<file path="src/rtl/store_channel_arbiter.sv">
// Shares the single memory-controller store channel between the direct I/O
// store path and the store-buffer drain path; I/O first, bounded by a burst limit.
module store_channel_arbiter #(
  parameter int unsigned MAX_IO_BURST = 4
) (
  input  logic        clk_i,
  input  logic        rst_n_i,
  input  logic        io_request_i,
  input  logic [31:0] io_address_i,
  input  logic [31:0] io_data_i,
  input  logic [1:0]  io_width_i,
  output logic        io_done_o,
  input  logic        buf_empty_i,
  input  logic [31:0] buf_address_i,
  input  logic [31:0] buf_data_i,
  input  logic [1:0]  buf_width_i,
  output logic        buf_pop_o,
  input  logic        drain_i,
  output logic        drained_o,
  output logic        mem_request_o,
  output logic [31:0] mem_address_o,
  output logic [31:0] mem_data_o,
  output logic [1:0]  mem_width_o,
  input  logic        mem_done_i,
  output logic        idle_o
);

  // Handshake: a grant in IDLE (cycle T) latches the winner's payload, pops the
  // buffer head combinationally in T, pulses mem_request_o in T+1 and then waits
  // for a mem_done_i pulse no earlier than T+2 before returning to IDLE.
  typedef enum logic [1:0] {IDLE, IO_STORE, BUF_STORE} state_t;

  localparam logic [3:0] MAX_CNT = 4'(MAX_IO_BURST);

  state_t      state;
  logic [3:0]  burst_cnt;
  logic        req_q;
  logic [31:0] addr_q;
  logic [31:0] data_q;
  logic [1:0]  width_q;

  logic arb_en;
  logic burst_full;
  logic io_ok;
  logic grant_io;
  logic grant_buf;
  logic done_ok;

  always_comb begin
    arb_en     = (state == IDLE) && rst_n_i;
    // Once the limit is reached the buffer gets the next slot, but only if it has work.
    burst_full = (burst_cnt == MAX_CNT) && !buf_empty_i;
    io_ok      = io_request_i && !burst_full;
    grant_buf  = arb_en && !buf_empty_i && (drain_i || !io_ok);
    grant_io   = arb_en && io_ok && !(drain_i && !buf_empty_i);
    done_ok    = (state != IDLE) && !req_q && mem_done_i;
  end

  always_ff @(posedge clk_i or negedge rst_n_i) begin
    if (!rst_n_i) begin
      state     <= IDLE;
      burst_cnt <= 4'd0;
      req_q     <= 1'b0;
      addr_q    <= 32'd0;
      data_q    <= 32'd0;
      width_q   <= 2'd0;
    end else begin
      req_q <= grant_io || grant_buf;
      if (grant_io) begin
        state   <= IO_STORE;
        addr_q  <= io_address_i;
        data_q  <= io_data_i;
        width_q <= io_width_i;
      end else if (grant_buf) begin
        state   <= BUF_STORE;
        addr_q  <= buf_address_i;
        data_q  <= buf_data_i;
        width_q <= buf_width_i;
      end else if (done_ok) begin
        state <= IDLE;
      end

      if (buf_empty_i || grant_buf) begin
        burst_cnt <= 4'd0;
      end else if (grant_io && (burst_cnt != MAX_CNT)) begin
        burst_cnt <= burst_cnt + 4'd1;
      end
    end
  end

  assign mem_request_o = req_q;
  assign mem_address_o = addr_q;
  assign mem_data_o    = data_q;
  assign mem_width_o   = width_q;
  assign buf_pop_o     = grant_buf;
  assign io_done_o     = done_ok && (state == IO_STORE);
  assign idle_o        = (state == IDLE);
  assign drained_o     = (state == IDLE) && buf_empty_i;

  a_pop_nonempty: assert property (@(posedge clk_i) disable iff (!rst_n_i)
    buf_pop_o |-> !buf_empty_i);

  a_req_single: assert property (@(posedge clk_i) disable iff (!rst_n_i)
    mem_request_o |=> !mem_request_o);

  a_payload_stable: assert property (@(posedge clk_i) disable iff (!rst_n_i)
    ((state != IDLE) && !req_q) |-> $stable({addr_q, data_q, width_q}));

endmodule

</file>
<file path="config.mk">
export PLATFORM = sky130hd
export DESIGN_NAME = store_channel_arbiter
export DESIGN_NICKNAME = d
export VERILOG_FILES = /design/src/rtl/store_channel_arbiter.sv
export SDC_FILE = /design/constraint.sdc
export NUM_CORES = 1
export LEC_CHECK = 0
export ABC_CLOCK_PERIOD_IN_PS = 5800
export CORE_MARGIN = 1.5
export CORE_UTILIZATION = 39
export CTS_CLUSTER_SIZE = 12
export DETAILED_ROUTE_END_ITERATION = 8
export GPL_TIMING_DRIVEN = 0
export PLACE_DENSITY = 0.87
export REMOVE_ABC_BUFFERS = 1
export SYNTH_ARGS = -nofsm -noshare
export SYNTH_HDL_FRONTEND = slang
export SYNTH_SLANG_ARGS = --single-unit
</file>
<file path="constraint.sdc">
create_clock -name clk_i -period 5.8 [get_ports clk_i]
set_clock_uncertainty 0.05 [all_clocks]
set_input_delay 1.74 -clock clk_i [delete_from_list [all_inputs] [get_ports clk_i]]
set_output_delay 1.74 -clock clk_i [all_outputs]
set_load 0.005 [all_outputs]
</file>
; After elaboration in Yosys (flattened, before gate mapping)
; Cells that the tools add are included.
[classes]
add_sub_neg = 1
eq_ne = 3
n_mux = 11
n_reduce_logical = 26
[op_table]
columns = op, n
row1 = 32-bit two-way mux, 4
row2 = 1-bit logical AND, 13
row3 = 2-bit two-way mux, 5
row4 = 4-bit two-way mux, 2
row5 = 2-bit nonzero test, 3
row6 = 1-bit logical NOT, 5
row7 = 4-bit by 1-bit adder with 4-bit output (second input constant), 1
row8 = 4-bit by 3-bit == test with 1-bit output (second input constant), 1
row9 = 4-bit by 3-bit inequality test with 1-bit output (second input constant), 1
row10 = 1-bit logical OR, 3
row11 = 3-bit nonzero test, 1
row12 = 2-bit by 1-bit == test with 1-bit output (second input constant), 1
row13 = 2-bit logical NOT, 1
[totals]
regBits = 73
inputBits = 138
out_inout_bits = 71
wordCells = 47

; Logic depth before layout (Yosys ltp)
; Gate-level depths: netlist of run 1.
[depth]
word_depth = 9
mapped_depth = 8

; Worst setup path after synthesis of run 1
; Ideal clock, no wire load.
[synth_timing]
path_kind = input -> output
from = input port buf_empty_i
to = output port buf_pop_o
t_arrival_ps = 2594
path_slack_ps = 1416
cell_stages = 3
n_path_buf = 1
cell_sequence = or4b_4 > a31oi_4 > buf_2
[synth_between]
elab_chain_len = 7
elab_cells_between_ends = 8
[synth_lines]
columns = element, line_no
row1 = "start, declared", 13  ; input logic buf_empty_i,
row2 = 1-bit logical NOT (*), "52, 54"
row3 = 1-bit logical AND, 52  ; burst_full = (burst_cnt == MAX_CNT) && !buf_empty_i;
row4 = 1-bit logical NOT, 53  ; io_ok = io_request_i && !burst_full;
row5 = 1-bit logical AND, 53
row6 = 1-bit logical NOT, 54  ; grant_buf = arb_en && !buf_empty_i && (drain_i || !io_ok);
row7 = 1-bit logical OR, 54
row8 = 1-bit logical AND (*), 54
row9 = "end, declared", 17  ; output logic buf_pop_o,
; Mark *: on every way between the ends. The rest lies on a longest branch, timed or not.

; Final worst setup path of run 1
; Same ends and word-level chain as after synthesis.

==> results.py, run 1 <==
metrics = {
    "synthesis": {
        "synth_compound_area_share_pct": 22.8,
        "ys_ff_latch": 73,
        "netlist_top_cells_area": "dfrtp_1 58%, a222oi_1 17%, inv_1 7.2%, a21oi_1 3.8%, buf_2 1.7%",
        "muxShareOfSynthArea_pct": 0.316,
        "synth_fa_ha_area_share_pct": 0.791,
        "synth-simple-area-share_pct": 6.84,
        "synth_area_um2": 3160,
        "seq_area_frac_synth_pct": 57.7,
        "postSynthCellCount": 287,
        "syn_area_per_cell_um2": 11.0,
        "synth_top_family_by_area": "compound AO/OA/AOI/OAI gates",
        "synthXorXnorAreaFrac_pct": 0.277,
        "yosysTopAreaCellShare_pct": 57.7,
        "ys_warn_count": 0,
        "synth.largest_area_cell": "dfrtp_1",
        "synth.distinct_cells": 29,
    },
    "cells_and_area": {
        "post_route_cells_drive_above_1_share_pct": 5.08,
        "diodes": 0,
        "nets": 629,
        "final_cell_mix": "207 x clkdlybuf4s50_1, 73 x dfrtp_1, 61 x inv_1",
        "layout_commonest_cell": "clkdlybuf4s50_1",
        "design_area_um2": 5520,
        "syn2layout_area_growth_pct": 74.4,
        "fin_cells": 594,
    },
    "critical_path": {
        "worstReg2RegEnd": "burst_cnt[3]$_DFFE_PN0P_",
        "crit_buf_inv": 2,
        "crit_top_cell": "clkdlybuf4s50_1",
        "crit_family": "buffers and inverters",
        "start_kind": "primary input",
        "critPathSlowestCell": "clkdlybuf4s50_1",
        "reg2reg_slack_ns": 3.37,
        "reg2regPathDepth": 4,
        "path_class": "primary input to output port",
        "crit_fanout": 12,
        "crit_path_cell_trace": "clkdlybuf4s50_1 > or4b_4 > a31oi_4 > clkdlybuf4s50_1",
        "end_kind": "output port",
        "slowest_delay_ns": 0.61,
        "critical_path_depth": 4,
        "reg2reg_from": "state[1]$_DFFE_PN0P_",
        "required_ns": 4.01,
        "arrival_ns": 3.90,
    },
    "place": {
        "io_buffers": 208,
        "dp_hpwl_mm": 7.74,
        "place_area_um2": 5340,
        "place_inst": 579,
        "place_ws_ns": -0.0181,
        "gp_congestion": 0.820,
    },
    "grt": {
        "antenna_found_initial": 0,
        "grt_max_degree": 40,
        "grt_usage_pct": 25.2,
        "grt_pass1_vias": 3423,
        "grt_overflow": 0,
        "grt_pass1_wl_mm": 16.8,
    },
    "sta": {
        "fmax_ghz": 0.176,
        "setup_violations": 0,
        "finalHoldViolations": 0,
        "worst_pin_slew_ns": 0.853,
        "period_share_pct": 98.0,
        "drv_slew": 0,
        "fin_tns_setup_ns": 0,
        "slew_headroom_pct": 42.9,
        "hold_ws_ns": 0.460,
        "period_needed_ns": 5.69,
        "layout_setup_ws_ns": 0.113,
        "rsz0062_at_grt": "false",
    },
    "floorplanning": {
        "die_h_um": 93.1,
        "die_area_um2": 8660,
        "start_util_pct": 40.5,
        "ios": 209,
        "coreArea_um2": 7810,
        "rows": 32,
        "die_width_um": 93.1,
    },
    "cts": {
        "cts_buffer_depth": 2,
        "cts.clk_slew.worst_paths_ns": 0.07,
        "hold_buffers": 0,
        "clock_sinks": 73,
        "htreeDepth": 3,
        "cts-root-buf": "clkbuf_8",
        "cts_tree": "built",
        "cts_made_buffers": 9,
        "clk_latency_ns": 0.33,
    },
    "hold_path": {
        "holdPathStages": 2,
        "worstHoldStart": "mem_width_o[0]$_DFFE_PN0P_",
        "hold_path.class": "flip-flop to flip-flop",
        "holdPathEnd": "mem_width_o[0]$_DFFE_PN0P_",
    },
    "routing": {
        "vias_per_cell": 5.45,
        "firstDrtPassIters": 9,
        "routed_wl_mm": 10.8,
        "wire_per_inst_um": 18.2,
        "drtIter0Drc": 370,
        "vias": 3240,
        "remaining_drc_errors": 15,
        "detail-route-antenna-nets": 0,
    },
    "status": {
        "status": "complete, but fails checks",
        "violations": "DRC",
    },
    "flow_run": {
        "max_cap_violations": 0,
    },
    "pwr": {
        "ir_drop_mv": 0.214,
        "power_density_nw_per_um2": 371,
        "leakagePower_nw": 2.52,
    },
}
## layer usage
| layer | vias up | GRT usage [%] | routed length (µm) |
|---|---|---|---|
| li1 | 1466 | - | - |
| met1 | 1589 | 29.0 | 4140 |
| met2 | 168 | 45.2 | 5560 |
| met3 | 17 | 6.34 | 901 |
| met4 | 0 | 8.59 | 200 |
| met5 | - | 0 | 0 |
## report_power, final
group | switching, mW | internal [mW]
Clock | 0.179 | 0.173
Sequential | 0.119 | 0.703
Combinational | 0.312 | 0.562
Total | 0.610 | 1.44
## cell families after synthesis
logic type | count (synthesis)
fa+ha+maj | 2
compound gates | 85
simple gates | 42
mux | 1
xor+xnor | 1
flops | 73
buf+inv | 83
## worst max-delay path by stage
stage	slack (ns)	startpoint	endpoint
after floorplan	0.85	buf_empty_i	mem_address_o[15]$_DFFE_PN0P_
after global placement	-3.22	rst_n_i	mem_data_o[14]$_DFFE_PN0P_
after detailed placement	-0.02	buf_empty_i	buf_pop_o
after CTS	0.13	buf_empty_i	buf_pop_o
after global routing	0.05	buf_empty_i	buf_pop_o
final	0.11	buf_empty_i	buf_pop_o
## synth_stat cells, drive strengths merged
library cell,n
buf,16
or4,1
xnor2,1
a21o,2
nand3b,1
a31oi,1
o21ai,3
or4b,1
a222oi,55
nand2b,2
nand3,2
dfrtp,73
nor3b,2
clkbuf,6
nor2,14
nor3,1
nand2,13
and4,1
inv,61
mux2i,1
a21oi,24
nand4,2
nand4bb,1
ha,2
or3,1
## sequential cells by signal, summed over array words and instances, names as in the netlist
register       cells
mem_address_o     32
mem_data_o        32
burst_cnt          4
mem_width_o        2
state              2
mem_request_o      1
## area by class of cell
type / count / area [µm²]
well taps: 102 / 128
inverters: 61 / 229
repair buffers: 212 / 2160
fillers: 582 / 2290
multi-input cells: 132 / 1010
flip-flops and latches: 73 / 1830
clock buffers: 11 / 151
clock inverters: 3 / 17.5
## stage by stage
step                total power [mW]  util (%)
global route                    2.18      70.7
CTS                             2.06      70.7
floorplan                       1.10         -
finish                          2.05      70.7
detailed placement              1.70      68.4
global placement                1.66      67.2
## worst min-delay path: stages, from the launching register on
cell	delay [ns]
dfrtp_1	0.35
a222oi_1	0.08
inv_1	0.05
## what timing repair did
item,in CTS,in global routing
resized for setup,0,0
setup endpoints to repair,1,0
setup buffers,0,0
Note: power is estimated with default switching activity, not from simulation.
==> run 2, diff against run 1 <==
--- a/config.mk
+++ b/config.mk
@@ -6,6 +6,7 @@
 export NUM_CORES = 1
 export LEC_CHECK = 0
 export ABC_CLOCK_PERIOD_IN_PS = 5800
+export CAP_MARGIN = 20
 export CORE_MARGIN = 1.5
 export CORE_UTILIZATION = 39
 export CTS_CLUSTER_SIZE = 12
==> results.py, run 2 (synthesized netlist as in run 1, its figures left out) <==
metrics = {
    "cts": {
        "cts_buffer_depth": 2,
        "cts_made_buffers": 9,
        "cts-root-buf": "clkbuf_8",
        "clock_sinks": 73,
        "post_cts_buffers": 0,
        "cts.clk_slew.worst_paths_ns": 0.07,
        "hold_buffers": 0,
        "cts-resized-gates": 0,
        "clk_latency_ns": 0.33,
        "cts_tree": "built",
        "htreeDepth": 3,
    },
    "routing": {
        "firstDrtPassIters": 6,
        "detail-route-antenna-nets": 0,
        "drtIter0Drc": 394,
        "vias": 3245,
        "vias_per_cell": 5.46,
        "wire_per_inst_um": 18.1,
        "routed_wl_mm": 10.8,
        "remaining_drc_errors": 0,
    },
    "floorplanning": {
        "start_util_pct": 40.5,
        "die_h_um": 93.1,
        "rows": 32,
        "die_area_um2": 8660,
        "die_width_um": 93.1,
        "ios": 209,
        "coreArea_um2": 7810,
    },
    "sta": {
        "period_share_pct": 97.7,
        "layout_setup_ws_ns": 0.132,
        "setup_violations": 0,
        "finalHoldViolations": 0,
        "rsz0062_at_grt": "false",
        "worst_pin_slew_ns": 0.828,
        "fmax_ghz": 0.176,
        "slew_headroom_pct": 44.6,
        "period_needed_ns": 5.67,
        "drv_slew": 0,
    },
    "place": {
        "dp_hpwl_mm": 7.73,
        "place_inst": 579,
        "place_ws_ns": -0.0244,
        "io_buffers": 208,
        "gp_congestion": 0.820,
    },
    "grt": {
        "grt_usage_pct": 25.4,
        "grt_pass1_vias": 3422,
        "grt_overflow": 0,
        "antenna_found_initial": 0,
        "grt_pass1_wl_mm": 17.0,
        "grt_max_degree": 40,
    },
    "critical_path": {
        "critPathSlowestCell": "clkdlybuf4s50_1",
        "slowest_delay_ns": 0.61,
        "crit_family": "buffers and inverters",
        "crit_buf_inv": 2,
        "start_kind": "primary input",
        "path_class": "primary input to output port",
        "reg2reg_slack_ns": 3.34,
        "crit_top_cell": "clkdlybuf4s50_1",
        "worstReg2RegEnd": "burst_cnt[3]$_DFFE_PN0P_",
        "reg2regPathDepth": 4,
        "arrival_ns": 3.88,
        "reg2reg_from": "state[1]$_DFFE_PN0P_",
        "end_kind": "output port",
        "crit_path_cell_trace": "clkdlybuf4s50_1 > or4b_4 > a31oi_4 > clkdlybuf4s50_1",
        "required_ns": 4.01,
        "crit_fanout": 12,
    },
    "cells_and_area": {
        "fin_cells": 594,
        "final_cell_mix": "207 x clkdlybuf4s50_1, 73 x dfrtp_1, 61 x inv_1",
        "fin_util_pct": 70.7,
        "nets": 629,
        "diodes": 0,
        "layout_commonest_cell": "clkdlybuf4s50_1",
        "post_route_cells_drive_above_1_share_pct": 5.08,
        "syn2layout_area_growth_pct": 74.4,
    },
    "hold_path": {
        "holdPathStages": 2,
        "worstHoldStart": "mem_address_o[6]$_DFFE_PN0P_",
        "hold_path.class": "flip-flop to flip-flop",
        "holdPathEnd": "mem_address_o[6]$_DFFE_PN0P_",
    },
    "pwr": {
        "ir_drop_mv": 0.216,
        "power_density_nw_per_um2": 370,
        "leakagePower_nw": 2.52,
    },
    "status": {
        "status": "finished, final reports clean",
    },
    "flow_run": {
        "max_cap_violations": 0,
    },
}
run 2: cell counts in the layout (fill, tap and decap cells not counted):
Identical to the previous run, type by type.
run 2: where the power goes:
group	internal (mW)	switching [mW]	leakage, nW
Combinational	0.562	0.312	1.53
Sequential	0.703	0.118	0.897
Clock	0.173	0.176	0.0871
Total	1.44	0.607	2.52
run 2: worst max-delay path by stage:
stage                     start                             to  slack (ns)  cells after the start
floorplan           buf_empty_i  mem_address_o[15]$_DFFE_PN0P_        0.85                      5
global placement        rst_n_i     mem_data_o[14]$_DFFE_PN0P_       -3.22                      6
detailed placement  buf_empty_i                      buf_pop_o       -0.02                      4
CTS                 buf_empty_i                      buf_pop_o        0.13                      4
global route        buf_empty_i                      buf_pop_o        0.05                      4
finish              buf_empty_i                      buf_pop_o        0.13                      4
run 2: metrics by stage:
step	power (mW)	setup TNS (ns)	hold WS (ns)	area (µm²)
global placement	1.66	-164.02	0.437	5250
finish	2.04	0	0.455	5520
CTS	2.06	0	0.457	5520
detailed placement	1.70	-0.0244	0.440	5340
global route	2.18	0	0.472	5520
floorplan	1.10	0	0.450	3040
run 2: per-layer routing:
metal | up-vias | global-route usage (%) | part of all wire (%)
met3 | 15 | 6.67 | 8.7
met4 | 0 | 8.08 | 1.6
met5 | - | 0 | 0
li1 | 1465 | - | -
met2 | 175 | 45.5 | 52
met1 | 1590 | 29.6 | 38
run 2: tightest hold or removal path, cell delays in order (launching register included):
cell	delay [ns]
dfrtp_1	0.34
a222oi_1	0.08
inv_1	0.05
run 2: area by class of cell:
cell class                      count  area (µm²)
Multi-Input combinational cell    132        1010
Sequential cell                    73        1830
Tap cell                          102         128
Clock buffer                       11         151
Clock inverter                      3        17.5
Inverter                           61         229
Fill cell                         579        2290
Timing Repair Buffer              212        2160
